`config.mk`:
```
export PLATFORM = sky130hd
export DESIGN_NAME = alu_issue_ctrl
export DESIGN_NICKNAME = d
export VERILOG_FILES = /design/src/rtl/alu_issue_ctrl.sv
export SDC_FILE = /design/constraint.sdc
export NUM_CORES = 1
export LEC_CHECK = 0
export CELL_PAD_IN_SITES_DETAIL_PLACEMENT = 0
export CELL_PAD_IN_SITES_GLOBAL_PLACEMENT = 1
export CORE_ASPECT_RATIO = 1.5
export CORE_MARGIN = 2
export CORE_UTILIZATION = 30
export DETAILED_ROUTE_END_ITERATION = 10
export PLACE_DENSITY = 0.78
export SETUP_SLACK_MARGIN = 0.15
export SYNTH_ARGS = -nofsm -noshare
export SYNTH_HDL_FRONTEND = slang
export SYNTH_SLANG_ARGS = --single-unit
```
`constraint.sdc`:
```
create_clock -name clk -period 2.4 [get_ports clk]
set_input_delay 0.6 -clock clk [delete_from_list [all_inputs] [get_ports clk]]
set_output_delay 0.6 -clock clk [all_outputs]
set_load 0.1 [all_outputs]
```
`src/rtl/alu_issue_ctrl.sv`:
```
// alu_issue_ctrl: decodes R-type ALU/M-extension requests, drives the ALU
// datapath select/control, launches multi-cycle mul/div units with a
// timeout watchdog and returns the captured result over a valid/ready port.
`timescale 1ns/1ps
module alu_issue_ctrl #(
  parameter int WIDTH   = 32,
  parameter int TIMEOUT = 64
) (
  input  logic             clk,
  input  logic             rst,
  input  logic             in_valid,
  output logic             in_ready,
  input  logic [2:0]       funct3,
  input  logic [6:0]       funct7,
  output logic [2:0]       alu_select,
  output logic [1:0]       alu_control,
  output logic             mul_start,
  output logic             div_start,
  input  logic             mul_done,
  input  logic             div_done,
  input  logic [WIDTH-1:0] alu_result,
  output logic             out_valid,
  input  logic             out_ready,
  output logic [WIDTH-1:0] out_result,
  output logic [1:0]       out_err
);

  localparam int CW = $clog2(TIMEOUT) + 1;
  localparam logic [CW-1:0] LAST = CW'(TIMEOUT - 1);

  localparam logic [2:0] SEL_MUL = 3'b001;
  localparam logic [2:0] SEL_DIV = 3'b010;

  typedef enum logic [2:0] {IDLE, EXEC, MSTART, DSTART, WAIT, DONE} state_t;

  state_t        state;
  state_t        state_next;
  logic [CW-1:0] count;
  logic          dec_legal;
  logic [2:0]    dec_sel;
  logic [1:0]    dec_ctl;
  logic          accept;
  logic          unit_done;
  logic          timed_out;

  assign accept    = in_valid && in_ready;
  assign unit_done = (alu_select == SEL_MUL) ? mul_done : div_done;
  assign timed_out = (count == LAST);

  // Decode funct3/funct7 into unit select/control; unknown encodings are flagged illegal
  always_comb begin
    dec_legal = 1'b1;
    dec_sel   = 3'b000;
    dec_ctl   = 2'b00;
    case (funct7)
      7'b0000000: begin
        case (funct3)
          3'b000: dec_sel = 3'b000;
          3'b001: dec_sel = 3'b011;
          3'b010: dec_ctl = 2'b10;
          3'b011: dec_ctl = 2'b11;
          3'b100: dec_sel = 3'b101;
          3'b101: dec_sel = 3'b100;
          3'b110: dec_sel = 3'b110;
          3'b111: dec_sel = 3'b111;
          default: dec_legal = 1'b0;
        endcase
      end
      7'b0100000: begin
        case (funct3)
          3'b000: dec_ctl = 2'b01;
          3'b101: begin
            dec_sel = 3'b100;
            dec_ctl = 2'b01;
          end
          default: dec_legal = 1'b0;
        endcase
      end
      7'b0000001: begin
        dec_sel = funct3[2] ? SEL_DIV : SEL_MUL;
        dec_ctl = funct3[1:0];
      end
      default: dec_legal = 1'b0;
    endcase
  end

  // State register
  always_ff @(posedge clk) begin
    if (rst) state <= IDLE;
    else     state <= state_next;
  end

  // Next-state and handshake/launch outputs decoded from the current state
  always_comb begin
    state_next = state;
    in_ready   = 1'b0;
    out_valid  = 1'b0;
    mul_start  = 1'b0;
    div_start  = 1'b0;
    case (state)
      IDLE: begin
        in_ready = 1'b1;
        if (in_valid) begin
          if (!dec_legal)             state_next = DONE;
          else if (dec_sel == SEL_MUL) state_next = MSTART;
          else if (dec_sel == SEL_DIV) state_next = DSTART;
          else                         state_next = EXEC;
        end
      end
      EXEC:   state_next = DONE;
      MSTART: begin
        mul_start  = 1'b1;
        state_next = WAIT;
      end
      DSTART: begin
        div_start  = 1'b1;
        state_next = WAIT;
      end
      WAIT: begin
        if (unit_done || timed_out) state_next = DONE;
      end
      DONE: begin
        out_valid = 1'b1;
        if (out_ready) state_next = IDLE;
      end
      default: state_next = IDLE;
    endcase
  end

  // Datapath registers: decoded select, wait counter and the captured result/error
  always_ff @(posedge clk) begin
    if (rst) begin
      alu_select  <= 3'b000;
      alu_control <= 2'b00;
      count       <= '0;
      out_result  <= '0;
      out_err     <= 2'b00;
    end else begin
      case (state)
        IDLE: begin
          if (accept) begin
            alu_select  <= dec_sel;
            alu_control <= dec_ctl;
            if (!dec_legal) begin
              out_result <= '0;
              out_err    <= 2'b01;
            end
          end
        end
        EXEC: begin
          out_result <= alu_result;
          out_err    <= 2'b00;
        end
        MSTART, DSTART: count <= '0;
        WAIT: begin
          count <= count + CW'(1);
          if (unit_done) begin
            out_result <= alu_result;
            out_err    <= 2'b00;
          end else if (timed_out) begin
            out_result <= '0;
            out_err    <= 2'b10;
          end
        end
        default: ;
      endcase
    end
  end

endmodule

```
; Word-level counts from Yosys, hierarchy flattened
; Cells that the tools add are included.
[op_classes]
n_mux = 32
reduce_logical = 13
eq_ne = 24
add_sub_neg = 1
[ops]
columns = operator, n
row1 = two-way mux 32 bit, 4
row2 = case mux 32 bit (3 select lines), 1
row3 = case mux 3 bit (5 select lines), 2
row4 = == test 3 bit (second input constant), 6
row5 = == test 3 x 2 -> 1 bit (second input constant), 5
row6 = two-way mux 3 bit, 5
row7 = == test 7 x 6 -> 1 bit (second input constant), 2
row8 = two-way mux 2 bit, 7
row9 = case mux 7 bit (2 select lines), 1
row10 = == test 3 x 1 -> 1 bit (second input constant), 4
row11 = case mux 2 bit (3 select lines), 2
row12 = inequality test 2 bit (second input constant), 5
row13 = case mux 3 bit (3 select lines), 1
row14 = adder 7 x 1 -> 7 bit (second input constant), 1
row15 = == test 7 x 1 -> 1 bit (second input constant), 1
row16 = zero test 7 bit, 1
row17 = two-way mux 1 bit, 7
row18 = zero test 3 bit, 2
row19 = OR reduction 2 bit, 3
row20 = case mux 2 bit (2 select lines), 1
row21 = AND reduction 4 bit, 1
row22 = inequality test 3 bit (second input constant), 1
row23 = AND reduction 3 bit, 1
row24 = nonzero test 3 bit, 1
row25 = 5 further kinds, 5
[word_totals]
output_inout_bits = 43
register_bits = 49
wordCells = 76

; Logic depth before layout (Yosys ltp)
[depth]
ltp_word = 9
mapped_depth = 7
ltp_nobuf = 6

; Worst setup path after synthesis
; Ideal clock, no wire load.
[synth_path]
kind = reg-to-reg
from = reg state[1]
to = reg alu_control[0]
synth_period_minus_slack_ns = 3.756
setup_time_ns = 0.068
setup_slack_ns = -1.356
t_arrival_ns = 3.688
path_stages_with_launch = 7
n_path_buf = 1
path_cell_list = dfxtp_1 > clkbuf_1 > nor3_1 > nand2_1 > nor2_1 > a22oi_1 > nor2_1
[synth_via]
elab_chain_len = 4
[synth_rtl]
columns = element, line
row1 = from (decl), 36  ; state_t state;
row2 = from (signal assigned), 90  ; else state <= state_next;
row3 = zero test 3 bit, 100  ; case (state)
row4 = two-way mux 1 bit, 100
row5 = via in_ready, 12  ; output logic in_ready,
row6 = logical AND 1 bit, 46  ; assign accept = in_valid && in_ready;
row7 = AND reduction 2 bit (no source line), n/a
row8 = to (signal assigned), 143  ; alu_control <= dec_ctl;
row9 = to (decl), 16  ; output logic [1:0] alu_control,
; The timed path passes the listed nets, and every way through them passes these cells.
; A chain may end at the register's enable or synchronous reset.

; Final worst setup path
[layout_path]
from = reg state[2]
to = out mul_start
[layout_via]
elab_chain_len = 2
[layout_rtl]
columns = element, line
row1 = == test 3 x 2 -> 1 bit, 100
row2 = two-way mux 1 bit, 100
row3 = to (decl), 17  ; output logic mul_start,
; Every way passes these cells.

==> results.json <==
{
  "finalHoldViolCount": 0,
  "grt_max_degree": 33,
  "path_class": "register to primary output",
  "drtIter0Drc": 83,
  "combinationalPowerShare_pct": 32.1,
  "rows": 36,
  "synth-seq-cells": 49,
  "cts_root_buffer": "clkbuf_8",
  "yosysSeqAreaShare_pct": 48.9,
  "crit_chain": "buf_4, inv_1, nand2_1, nor2_2, buf_12",
  "synth_edf_count": 0,
  "critical_path.slowest_cell": "dfxtp_1",
  "antenna_found_initial": 0,
  "p_per_area_mw_per_mm2": 677,
  "htree_num_levels": 2,
  "skew_ns": 0.0139,
  "path_max_fanout": 19,
  "die_y_um": 104,
  "relSlewSlack_pct": 52.2,
  "cap_violations": 0,
  "rsz0062_at_grt": "false",
  "via_count": 1895,
  "wl_met1_mm": 2.18,
  "fmax_mhz": 473,
  "drc": 0,
  "core_area_sq_mm": 0.00649,
  "clockPowerShare_pct": 25.2,
  "power_mw": 2.10,
  "diodes": 0,
  "ios": 91,
  "synth_area_sq_mm": 0.00201,
  "p_sw_uw": 806,
  "worstSetupStartpointType": "register",
  "place_hpwl_mm": 4.11,
  "start_util_pct": 30.9,
  "max_stage_delay_ns": 0.32,
  "drtPass1Iterations": 4,
  "drive_gt1_share_pct": 26.2,
  "routedWlPerCell_um": 14.9,
  "area_growth_pct": 54.3,
  "clkTransAtPathRegs_ns": 0.10,
  "ctsHoldBuffers": 0,
  "final_nets": 349,
  "die_w_um": 70.8,
  "required_ns": 1.80,
  "synth-async-reset-ratio_pct": 0,
  "leakagePower_nw": 1.27,
  "period_minus_slack_ns": 2.11,
  "syn_nets": 253,
  "wl_met3_um": 206,
  "dpl-instance-area_sq_mm": 0.00298,
  "mostFrequentLayoutCell": "buf_4",
  "numCtsBuffers": 5,
  "status": "finished, final reports clean",
  "clk_latency_ns": 0.31,
  "yosys_warnings": 0,
  "routed-wl-met2_mm": 3.12,
  "worstMarginPinSlew_ns": 0.714,
  "layout_common_cells": "buf_4, clkdlybuf4s50_1, dfxtp_1",
  "cp_top_family": "buffers and inverters",
  "io_buffers": 90,
  "p_sw_share_pct": 38.5,
  "gp_congestion": 0.742,
  "slew_violations": 0,
  "vdd_ir_drop_max_mv": 0.317,
  "finalSetupViolCount": 0,
  "sequentialPowerShare_pct": 42.7,
  "grt-ovfl-total": 0,
  "period_share_pct": 88.1,
  "endpoint_kind": "primary output",
  "dieArea_sq_mm": 0.00737,
  "synth-main-ff-cell": "dfxtp_1",
  "finalInstanceArea_sq_mm": 0.00310,
  "syn_avg_cell_area_sq_um": 9.84,
  "viasPerCell": 5.03,
  "cts_tree": "yes",
  "grt_first_pass_wirelength_mm": 9.08,
  "cts_sinks": 49,
  "synthCells": 204,
  "first_global_vias": 1831,
  "cp.arrival_ns": 1.51,
  "ant_nets": 0,
  "grt_usage_pct": 15.3,
  "wl_mm": 5.62,
  "top_layer": "met4",
  "cell_internal_pwr_mw": 1.29,
  "synth_cell_types": 45,
  "cts.path.max_buffers": 2,
  "hp-class": "register to register",
  "crit_buf_inv": 3
}
==> repair_timing <==
action,CTS,global route
pin swaps,1,0
gates cloned,1,0
setup buffers,0,0
setup endpoints to repair,6,18
gates resized for setup,0,2
==> logic make-up (layout without fill, tap and decap cells) <==
kind of cell | after synthesis | after routing | synth area share [%]
compound gates | 69 | 69 | 26.6
mux | 6 | 6 | 3.37
xor+xnor | 2 | 2 | 0.873
flops | 49 | 49 | 48.9
simple gates | 61 | 62 | 15.5
fa+ha+maj | 1 | 1 | 0.623
buf+inv | 16 | 112 | 4.18
==> per-layer routing <==
metal	vias to the layer above	track usage, %
met1	889	17.0
met4	0	6.47
met2	52	28.0
met5	-	0
met3	6	2.33
li1	948	-
==> power by group through the flow <==
stage	clock (mW)	combinational, mW	sequential [mW]
4_1_cts	0.550	0.676	0.894
3_5_place_dp	0	0.671	0.913
5_1_grt	0.580	0.703	0.901
2_1_floorplan	0	0.171	1.20
3_3_place_gp	0	0.667	0.911
6_report	0.528	0.673	0.894
==> area by class of cell <==
class / instances / area, sq um
well taps: 76 / 95.1
clock inverters: 3 / 28.8
clock buffers: 5 / 68.8
flip-flops and latches: 49 / 986
inverters: 4 / 15.0
repair buffers: 100 / 931
fillers: 640 / 3390
multi-input cells: 140 / 972
==> flip-flops by register name, summed over array words and instances, names as in the netlist <==
| register | flops |
|---|---|
| alu_control | 2 |
| count | 7 |
| out_err | 2 |
| state | 3 |
| alu_select | 3 |
| out_result | 32 |
==> stage by stage <==
stage / setup slack, ns / utilization (%) / TNS [ns] / std cells / hold WS (ns)
floorplan: -0.244 / - / -1.30 / 204 / 0.530
global placement: -0.0928 / 46.0 / -2.66 / 368 / 0.444
detailed placement: -0.219 / 46.0 / -6.60 / 368 / 0.459
CTS: 0.175 / 47.6 / 0 / 377 / 0.475
global route: 0.180 / 47.7 / 0 / 377 / 0.497
finish: 0.287 / 47.7 / 0 / 377 / 0.470
==> synthesized netlist by cell type, types with 2 or more instances <==
| cell type | count | area share [%] |
|---|---|---|
| a22o_1 | 33 | 14 |
| dfxtp_1 | 49 | 49 |
| buf_6 | 3 | 1.7 |
| inv_1 | 4 | 0.75 |
| nand3_1 | 4 | 1.0 |
| a22oi_1 | 3 | 1.1 |
| a21oi_1 | 11 | 2.7 |
| nor2b_1 | 3 | 0.94 |
| a21o_1 | 2 | 0.75 |
| nor3_1 | 4 | 1.0 |
| or2_2 | 2 | 0.62 |
| o21ai_0 | 7 | 1.7 |
| mux2_2 | 2 | 1.1 |
| nand2_1 | 16 | 3.0 |
| nand4_1 | 2 | 0.62 |
| and3_1 | 3 | 0.94 |
| clkbuf_1 | 7 | 1.3 |
| nor2_1 | 17 | 3.2 |
| mux2i_1 | 3 | 1.5 |
| nand2b_1 | 2 | 0.62 |
| a32oi_1 | 3 | 1.3 |
==> worst paths after layout <==
check | slack, ns | depth (start not counted) | start | endpoint
min reg2reg | 0.47 | 2 | alu_control[1] | alu_control[1]
max reg2reg | 0.45 | 7 | alu_select[2] | out_result[23]
min | 0.47 | 2 | alu_control[1] | alu_control[1]
max | 0.29 | 5 | state[2] | mul_start
==> worst min-delay path: stages (launching register included) <==
cell,delay [ns]
dfxtp_1,0.32
nand2_1,0.05
a21oi_1,0.05
No activity file was read; power rests on OpenSTA's default activity.
